===== src/rtl/serial_pcm_expander_if.sv =====
// Bus bundle for serial_pcm_expander.
//   master : drives the serial side (sen, sync, sdata), observes results
//   slave  : the expander; receives serial bits, drives the decoded word
//   sen        bit strobe
//   sync       frame marker (current bit is the MSB of a new word)
//   sdata      serial log-PCM data, MSB first
//   pcm_linear expanded word, [12]=sign, [11:0]=magnitude
//   pcm_log    last complete log word
//   pcm_valid  one-cycle pulse on each new word
//   frame_err  one-cycle pulse when a word is cut short by sync
interface serial_pcm_expander_if;
    logic        sen;
    logic        sync;
    logic        sdata;
    logic [12:0] pcm_linear;
    logic [7:0]  pcm_log;
    logic        pcm_valid;
    logic        frame_err;

    modport master (
        output sen, sync, sdata,
        input  pcm_linear, pcm_log, pcm_valid, frame_err
    );

    modport slave (
        input  sen, sync, sdata,
        output pcm_linear, pcm_log, pcm_valid, frame_err
    );
endinterface


===== src/rtl/serial_pcm_expander.sv =====
// Serial log-PCM (8-bit, sign/segment/mantissa) to 13-bit sign-magnitude
// linear expander.
//   clk  : single clock, rising edge
//   rst  : asynchronous active-high reset
//   bus  : serial_pcm_expander_if.slave (serial in, decoded word out)
// Parameter MIDPOINT: 1 adds a half-step reconstruction offset.
module serial_pcm_expander #(
    parameter bit MIDPOINT = 1'b1
) (
    input  logic                        clk,
    input  logic                        rst,
    serial_pcm_expander_if.slave        bus
);

    typedef enum logic [1:0] {IDLE, SHIFT, EMIT} state_t;

    state_t      state, state_nx;
    logic [7:0]  shreg;
    logic [2:0]  cnt;
    logic        load_msb, shift_bit, abort;

    logic [12:0] lin_q;
    logic [7:0]  log_q;
    logic        vld_q, ferr_q;

    // Magnitude expansion: seg 0 is linear with step 2; seg n>=1 places
    // the implied leading 1 above the mantissa and scales by 2^n.
    // Largest result (seg 7, mant 15, midpoint) is 31*128+64 = 4032.
    function automatic logic [11:0] expand(input logic [6:0] c);
        logic [11:0] base, half;
        if (c[6:4] == 3'd0) begin
            expand = {7'd0, c[3:0], MIDPOINT};
        end else begin
            base   = {7'd0, 1'b1, c[3:0]} << c[6:4];
            half   = MIDPOINT ? (12'd1 << (c[6:4] - 3'd1)) : 12'd0;
            expand = base + half;
        end
    endfunction

    always_ff @(posedge clk or posedge rst) begin
        if (rst) state <= IDLE;
        else     state <= state_nx;
    end

    always_comb begin
        state_nx  = state;
        load_msb  = 1'b0;
        shift_bit = 1'b0;
        abort     = 1'b0;
        case (state)
            IDLE: begin
                if (bus.sen && bus.sync) begin
                    load_msb = 1'b1;
                    state_nx = SHIFT;
                end
            end
            SHIFT: begin
                if (bus.sen) begin
                    if (bus.sync) begin
                        // early sync: drop the partial word, restart on this bit
                        load_msb = 1'b1;
                        abort    = 1'b1;
                    end else begin
                        shift_bit = 1'b1;
                        if (cnt == 3'd0) state_nx = EMIT;
                    end
                end
            end
            EMIT: begin
                // the finished word is registered on this edge regardless;
                // a sync here overlaps the next word's MSB with the emit
                if (bus.sen && bus.sync) begin
                    load_msb = 1'b1;
                    state_nx = SHIFT;
                end else begin
                    state_nx = IDLE;
                end
            end
            default: state_nx = IDLE;
        endcase
    end

    always_ff @(posedge clk or posedge rst) begin
        if (rst) begin
            shreg  <= '0;
            cnt    <= '0;
            lin_q  <= '0;
            log_q  <= '0;
            vld_q  <= 1'b0;
            ferr_q <= 1'b0;
        end else begin
            vld_q  <= (state == EMIT);
            ferr_q <= abort;
            if (load_msb) begin
                shreg <= {bus.sdata, 7'd0};
                cnt   <= 3'd6;
            end else if (shift_bit) begin
                shreg[cnt] <= bus.sdata;
                cnt        <= cnt - 3'd1;
            end
            // shreg still holds the finished word here even if load_msb
            // overwrites it on the same edge
            if (state == EMIT) begin
                log_q <= shreg;
                lin_q <= {shreg[7], expand(shreg[6:0])};
            end
        end
    end

    assign bus.pcm_linear = lin_q;
    assign bus.pcm_log    = log_q;
    assign bus.pcm_valid  = vld_q;
    assign bus.frame_err  = ferr_q;

endmodule


===== src/flat_wrapper.sv =====
// flat-port wrapper written by rule: the top's interface ports become plain ports
module serial_pcm_expander_flat 
#(
    parameter bit MIDPOINT = 1'b1
)
  (clk, rst, bus_sen, bus_sync, bus_sdata, bus_pcm_linear, bus_pcm_log, bus_pcm_valid, bus_frame_err);
  serial_pcm_expander_if bus_i ();
  input  logic clk;
  input  logic rst;
  input wire logic [$bits(bus_i.sen)-1:0] bus_sen;
  input wire logic [$bits(bus_i.sync)-1:0] bus_sync;
  input wire logic [$bits(bus_i.sdata)-1:0] bus_sdata;
  output wire logic [$bits(bus_i.pcm_linear)-1:0] bus_pcm_linear;
  output wire logic [$bits(bus_i.pcm_log)-1:0] bus_pcm_log;
  output wire logic [$bits(bus_i.pcm_valid)-1:0] bus_pcm_valid;
  output wire logic [$bits(bus_i.frame_err)-1:0] bus_frame_err;
  assign bus_i.sen = bus_sen;
  assign bus_i.sync = bus_sync;
  assign bus_i.sdata = bus_sdata;
  assign bus_pcm_linear = bus_i.pcm_linear;
  assign bus_pcm_log = bus_i.pcm_log;
  assign bus_pcm_valid = bus_i.pcm_valid;
  assign bus_frame_err = bus_i.frame_err;
  serial_pcm_expander #(.MIDPOINT(MIDPOINT)) u_core (.clk(clk), .rst(rst), .bus(bus_i));
endmodule

===== config.mk =====
export PLATFORM = sky130hd
export DESIGN_NAME = serial_pcm_expander_flat
export DESIGN_NICKNAME = d
export VERILOG_FILES = /design/src/rtl/serial_pcm_expander_if.sv /design/src/rtl/serial_pcm_expander.sv /design/src/flat_wrapper.sv
export SDC_FILE = /design/constraint.sdc
export NUM_CORES = 1
export LEC_CHECK = 0
export CORE_ASPECT_RATIO = 0.5
export CORE_MARGIN = 3
export CORE_UTILIZATION = 60
export CTS_BUF_LIST = sky130_fd_sc_hd__clkbuf_8
export DETAILED_ROUTE_END_ITERATION = 16
export GPL_ROUTABILITY_DRIVEN = 0
export GPL_TIMING_DRIVEN = 1
export HOLD_SLACK_MARGIN = 0.06
export PLACE_DENSITY = 0.85
export SLEW_MARGIN = 20
export SYNTH_ARGS = -nofsm -noshare
export SYNTH_HDL_FRONTEND = slang
export SYNTH_SLANG_ARGS = --single-unit

===== constraint.sdc =====
create_clock -name clk -period 6.51 [get_ports clk]
set_input_delay 0.9765 -clock clk [delete_from_list [all_inputs] [get_ports clk]]
set_output_delay 0.9765 -clock clk [all_outputs]
set_load 0.05 [all_outputs]

==> impl_metrics.py, run 1 <==
metrics = {
    "power": {
        "pwr-share-seq_pct": 40.2,
        "p_clk_share_pct": 31.6,
        "power_leakage_nw": 1.19,
        "ir_drop_mv": 0.172,
        "p_int_uw": 434,
        "power_density_nw_per_um2": 257,
        "p_sw_uw": 239,
        "combPwrFrac_pct": 28.2,
        "netSwitchingFraction_pct": 35.5,
    },
    "timing": {
        "fmax_ghz": 0.274,
        "worstMarginPinSlew_ns": 1.00,
        "hold_ws_ns": 0.478,
        "final-hold-violation-count": 0,
        "fin_ws_ns": 2.86,
        "setup_tns_ns": 0,
        "fin_crit_ns": 3.65,
        "max_slew_margin_pct": 32.8,
        "slew_viol_final": 0,
        "fin_skew_ns": 0.0109,
        "rsz0062_at_grt": "false",
        "post-route-period-util_pct": 56.1,
        "setup_violations": 0,
    },
    "run": {
        "drv_cap": 0,
    },
    "clock_network": {
        "cts_root_buffer": "clkbuf_8",
        "clk_latency_ns": 0.29,
        "post-cts-setup-buffers": 0,
        "cts_buffer_depth": 2,
        "path_clk_slew_ns": 0.08,
        "cts_resized": 0,
        "holdBufCountCts": 0,
        "cts_tree": "built",
        "clkSinkCount": 35,
        "htree_levels": 2,
        "cts_made_buffers": 5,
    },
    "yosys": {
        "syn_inst": 253,
        "synth.most_common_cell": "nand2_1",
        "synth_compound_area_share_pct": 16.9,
        "synthTopCellsByCount": "38 x nand2_1, 35 x dfrtp_1, 25 x nor2_1, 17 x a21oi_1, 16 x o21ai_0",
        "muxShareOfSynthArea_pct": 6.40,
        "synth_xor_area_share_pct": 2.36,
        "ys_ff_latch": 35,
        "post-synth-top-area-cell": "dfrtp_1",
        "syn_area_sq_um": 2230,
        "async_reset_ff_share_pct": 100,
        "synth_top_flop_cell": "dfrtp_1",
        "synth_nets": 272,
        "yosys-top-cells-area": "dfrtp_1 39%, ha_1 7.3%, nand2_1 6.4%",
        "ys_seq_area_share_pct": 39.3,
        "syn_avg_cell_area_sq_um": 8.80,
        "yosysWarnings": 0,
        "synth-simple-area-share_pct": 21.5,
        "synthAdderAreaFrac_pct": 8.20,
        "ys_types": 48,
        "synth-edff-count": 0,
        "synth_top_family_by_area": "simple AND/OR/NAND/NOR gates",
        "synth_top_cell_area_share_pct": 39.3,
    },
    "setup_path": {
        "r2r_start": "u_core.shreg[5]$_DFFE_PP0P_",
        "crit_type": "flop to flop",
        "start_kind": "flop",
        "crit_path_end_kind": "flop",
        "crit-reg2reg-capture": "u_core.bus.pcm_linear[6]$_DFFE_PP0P_",
        "arrival_ns": 3.83,
        "crit_required_ns": 6.69,
        "cp-startpoint": "u_core.shreg[5]$_DFFE_PP0P_",
        "crit_fanout": 22,
        "ff2ff_path_depth": 10,
        "cp-endpoint": "u_core.bus.pcm_linear[6]$_DFFE_PP0P_",
        "rrSetupSlack_ns": 2.86,
    },
    "final_layout": {
        "multi_input_area_sq_um": 1230,
        "stdcell_count": 324,
        "register_area_sq_um": 876,
        "synthToLayoutAreaGrowth_pct": 17.5,
        "n_antenna_cell": 0,
        "fillers": 223,
        "drive_gt1_share_pct": 5.80,
        "postLayoutCellArea_sq_um": 2620,
        "nets": 294,
    },
    "floorplan": {
        "fp.coreArea_sq_um": 3260,
        "boundaryPins": 28,
        "die_w_microns": 92.2,
        "die_height_microns": 49.1,
        "dieArea_sq_um": 4520,
        "rows": 14,
        "start_util_pct": 68.4,
    },
    "global_routing": {
        "grt_pass1_wl_microns": 9080,
        "antenna_found_initial": 0,
        "grt_usage_pct": 25.6,
        "grt.overflow.total": 0,
        "grt_pass1_vias": 1898,
        "grt_max_degree": 36,
    },
    "place": {
        "portBuffers": 27,
        "post-place-cells": 316,
        "post_dp_cell_area_sq_um": 2500,
        "hpwlAfterDp_microns": 3820,
        "pre_cts_slack_ns": 3.07,
    },
    "worst_hold_path": {
        "min_path_type": "flop to flop",
    },
    "route": {
        "wl_per_cell_microns": 16.3,
        "vias": 1976,
        "viasPerCell": 6.10,
        "dr.pass1.iters": 5,
        "drtAntennaViolNets": 0,
        "first_iter_violations": 248,
        "drt_wl_total_microns": 5280,
        "drc_errors": 0,
    },
    "status": {
        "status": "completed",
    },
}
[layer usage]
metal	GRT usage, %	up-vias	share of wire [%]
li1	-	928	-
met3	6.47	20	6.5
met4	8.37	0	2.3
met2	41.2	83	46
met5	0	-	0
met1	33.9	945	45
[power by group through the flow]
stage               combinational [mW]  clock [mW]  sequential, mW
floorplan                        0.126           0           0.284
global placement                 0.179           0           0.270
detailed placement               0.185           0           0.273
CTS                              0.188       0.212           0.269
global route                     0.205       0.231           0.275
finish                           0.190       0.212           0.270
[critical path: stages, from the launching register on]
cell and delay (ns):
dfrtp_1 0.61, nor3_1 0.90, and2_1 0.26, ha_1 0.19, inv_1 0.07, fa_1 0.40, nand2b_1 0.18, a21oi_1 0.33
o21a_1 0.23, nor3_1 0.07, o41ai_1 0.30
[area by class of cell]
cell class | count | share of cell area (%)
repair buffers | 28 | 10.6
well taps | 48 | 2.29
multi-input cells | 192 | 47.1
inverters | 13 | 1.86
clock buffers | 6 | 3.15
clock inverters | 2 | 1.48
flip-flops and latches | 35 | 33.5
[metrics by stage]
step	total power [mW]	util (%)
CTS	0.670	80.3
floorplan	0.410	-
detailed placement	0.458	76.6
finish	0.673	80.3
global placement	0.449	76.6
global route	0.711	80.3
[cells in the final DEF (no fill, tap or decap), types with 2 or more instances in the layout]
cell type        instances
nor2b_1                  4
dfrtp_1                 35
or3_1                    2
o22ai_1                  2
ha_1                    13
nand2b_1                 5
clkinv_1                 2
nor3b_1                  2
a211o_1                  3
and3_1                   3
nand3_1                  2
o31ai_1                  2
a21oi_1                 17
nor3_1                   9
mux2_2                   2
a21o_1                   3
clkbuf_8                 6
mux2i_1                 12
nor2_1                  25
and2_1                   2
nand3b_1                 2
o21ai_0                 16
inv_1                   11
xor2_1                   5
nand4_1                  2
a211oi_1                 2
clkdlybuf4s50_1         27
nand2_1                 38
o21a_1                   2
[state kept, by name (all words and copies together), names as in the netlist]
name / flops
u_core.bus.frame_err: 1
u_core.bus.pcm_linear: 12
u_core.bus.pcm_log: 8
u_core.bus.pcm_valid: 1
u_core.cnt: 3
u_core.shreg: 8
u_core.state: 2
[logic make-up (layout without fill, tap and decap cells)]
group,Yosys count,count (layout)
DFF,35,35
xor gates and xnor gates,6,6
and+or+nand+nor,100,100
muxes,14,14
AOI/OAI and AO/OA,58,58
adders and majority gates,14,14
buffers and inverters,26,49
[worst min path at each step]
stage	depth (start not counted)	to	slack [ns]	start
finish	2	u_core.bus.pcm_log[3]$_DFFE_PP0P_	0.48	u_core.bus.pcm_log[3]$_DFFE_PP0P_
global route	2	u_core.bus.pcm_linear[5]$_DFFE_PP0P_	0.51	u_core.bus.pcm_linear[5]$_DFFE_PP0P_
CTS	2	u_core.bus.pcm_log[3]$_DFFE_PP0P_	0.48	u_core.bus.pcm_log[3]$_DFFE_PP0P_
floorplan	2	u_core.bus.pcm_log[7]$_DFFE_PP0P_	0.43	u_core.shreg[7]$_DFFE_PP0P_
global placement	2	u_core.bus.pcm_linear[0]$_DFFE_PP0P_	0.45	u_core.bus.pcm_linear[0]$_DFFE_PP0P_
detailed placement	2	u_core.bus.pcm_log[3]$_DFFE_PP0P_	0.46	u_core.bus.pcm_log[3]$_DFFE_PP0P_
Note: power is estimated with default switching activity, not from simulation.
==> run 2, diff against run 1 <==
Settings changed: CORE_UTILIZATION 60 to 52, PLACE_DENSITY 0.85 to 0.79.
Clock period 6.51 ns to 3.25 ns, I/O delays scaled along.
==> impl_metrics.py, run 2 (synthesized netlist as in run 1, its figures left out) <==
metrics = {
    "status": {
        "status": "completed",
    },
    "global_routing": {
        "antenna_found_initial": 0,
        "grt.overflow.total": 0,
        "grt_pass1_wl_microns": 8890,
        "grt_usage_pct": 21.8,
        "grt_pass1_vias": 1934,
        "grt_max_degree": 36,
    },
    "final_layout": {
        "fillers": 336,
        "nets": 300,
        "largest_reg_flops": 12,
        "final_common_cell": "nand2_1",
        "synthToLayoutAreaGrowth_pct": 19.6,
        "drive_gt1_share_pct": 7.80,
        "n_antenna_cell": 0,
        "final_cell_mix": "38 x nand2_1, 35 x dfrtp_1, 27 x clkdlybuf4s50_1",
    },
    "setup_path": {
        "crit_path_end_kind": "flop",
        "cp-startpoint": "u_core.shreg[5]$_DFFE_PP0P_",
        "crit_fanout": 21,
        "crit-reg2reg-capture": "u_core.bus.pcm_linear[9]$_DFFE_PP0P_",
        "arrival_ns": 3.09,
        "ff2ff_path_depth": 11,
        "r2r_start": "u_core.shreg[5]$_DFFE_PP0P_",
        "crit_required_ns": 3.48,
        "start_kind": "flop",
        "crit_type": "flop to flop",
        "rrSetupSlack_ns": 0.40,
    },
    "clock_network": {
        "cts_resized": 0,
        "cts_tree": "built",
        "cts_made_buffers": 5,
        "clkSinkCount": 35,
        "cts_buffer_depth": 2,
        "clk_latency_ns": 0.30,
        "path_clk_slew_ns": 0.08,
        "post-cts-setup-buffers": 0,
        "cts_root_buffer": "clkbuf_8",
        "htree_levels": 2,
        "holdBufCountCts": 0,
    },
    "floorplan": {
        "rows": 16,
        "start_util_pct": 55.6,
        "die_w_microns": 98.6,
        "die_height_microns": 52.3,
        "dieArea_sq_um": 5150,
        "fp.coreArea_sq_um": 4000,
        "boundaryPins": 28,
    },
    "worst_hold_path": {
        "hp-start": "u_core.bus.pcm_linear[8]$_DFFE_PP0P_",
        "min_to": "u_core.bus.pcm_linear[8]$_DFFE_PP0P_",
        "hold_path_depth": 2,
        "min_path_type": "flop to flop",
    },
    "power": {
        "power_mw": 1.34,
        "power_density_nw_per_um2": 504,
        "power_leakage_nw": 1.21,
        "ir_drop_mv": 0.258,
    },
    "route": {
        "vias": 1876,
        "dr.pass1.iters": 4,
        "first_iter_violations": 74,
        "wl_per_cell_microns": 14.9,
        "drc_errors": 0,
        "drtAntennaViolNets": 0,
        "viasPerCell": 5.58,
        "drt_wl_total_microns": 5000,
    },
    "timing": {
        "hold_ws_ns": 0.482,
        "final-hold-violation-count": 0,
        "worstMarginPinSlew_ns": 0.524,
        "rsz0062_at_grt": "false",
        "fin_crit_ns": 2.85,
        "fin_skew_ns": 0.00849,
        "fmax_ghz": 0.351,
        "post-route-period-util_pct": 87.8,
        "max_slew_margin_pct": 65.0,
        "setup_tns_ns": 0,
        "slew_viol_final": 0,
        "setup_violations": 0,
    },
    "place": {
        "portBuffers": 27,
        "hpwlAfterDp_microns": 3630,
    },
    "run": {
        "drv_cap": 0,
    },
}
[run 2: cell types whose count changed in the layout (fill, tap and decap cells not counted)]
cell        delta
buf_4          +6
clkinvlp_4     +1
clkbuf_8       -1
[run 2: critical path: stages, from the launching register on]
cell	delay, ns
dfrtp_1	0.36
buf_4	0.23
mux2i_1	0.31
nor2_1	0.07
a21oi_1	0.16
o221ai_1	0.14
ha_1	0.36
a21oi_1	0.20
a21boi_0	0.17
nor2b_1	0.20
or4_1	0.47
nand4_1	0.11
[run 2: area by class of cell]
cell class | count | area, sq um | share of cell area, %
Clock buffer | 5 | 68.8 | 2.58
Multi-Input combinational cell | 192 | 1230 | 46.3
Clock inverter | 3 | 46.3 | 1.74
Sequential cell | 35 | 876 | 32.9
Inverter | 13 | 48.8 | 1.83
Tap cell | 54 | 67.6 | 2.54
Timing Repair Buffer | 34 | 323 | 12.1
[run 2: report_power, final]
group | internal, mW | switching [mW]
registers | 0.476 | 0.0451
clock network | 0.231 | 0.176
logic | 0.156 | 0.257
total | 0.863 | 0.478
[run 2: worst max path at each step]
stage	end	slack, ns	depth (start not counted)
CTS	u_core.bus.pcm_linear[9]$_DFFE_PP0P_	0.40	11
detailed placement	u_core.bus.pcm_linear[9]$_DFFE_PP0P_	0.42	11
finish	u_core.bus.pcm_linear[9]$_DFFE_PP0P_	0.40	11
global route	u_core.bus.pcm_linear[9]$_DFFE_PP0P_	0.11	11
global placement	u_core.bus.pcm_linear[8]$_DFFE_PP0P_	0.51	10
floorplan	u_core.bus.pcm_linear[6]$_DFFE_PP0P_	0.27	13
[run 2: layer usage]
metal	GRT usage, %	wire length, microns	vias up	share of wire, %
met5	0	0	-	0
met4	8.39	66	0	1.3
li1	-	-	932	-
met2	37.6	2380	42	48
met1	27.1	2360	893	47
met3	5.18	188	9	3.8
[run 2: metrics by stage]
step,util [%],std cells,area (sq um),setup WS (ns)
final,66.5,336,2660,0.398
after global routing,66.5,336,2660,0.112
after CTS,66.5,336,2660,0.395
after detailed placement,63.7,328,2550,0.422
after global placement,63.7,328,2550,0.508
after floorplan,-,253,2230,0.273
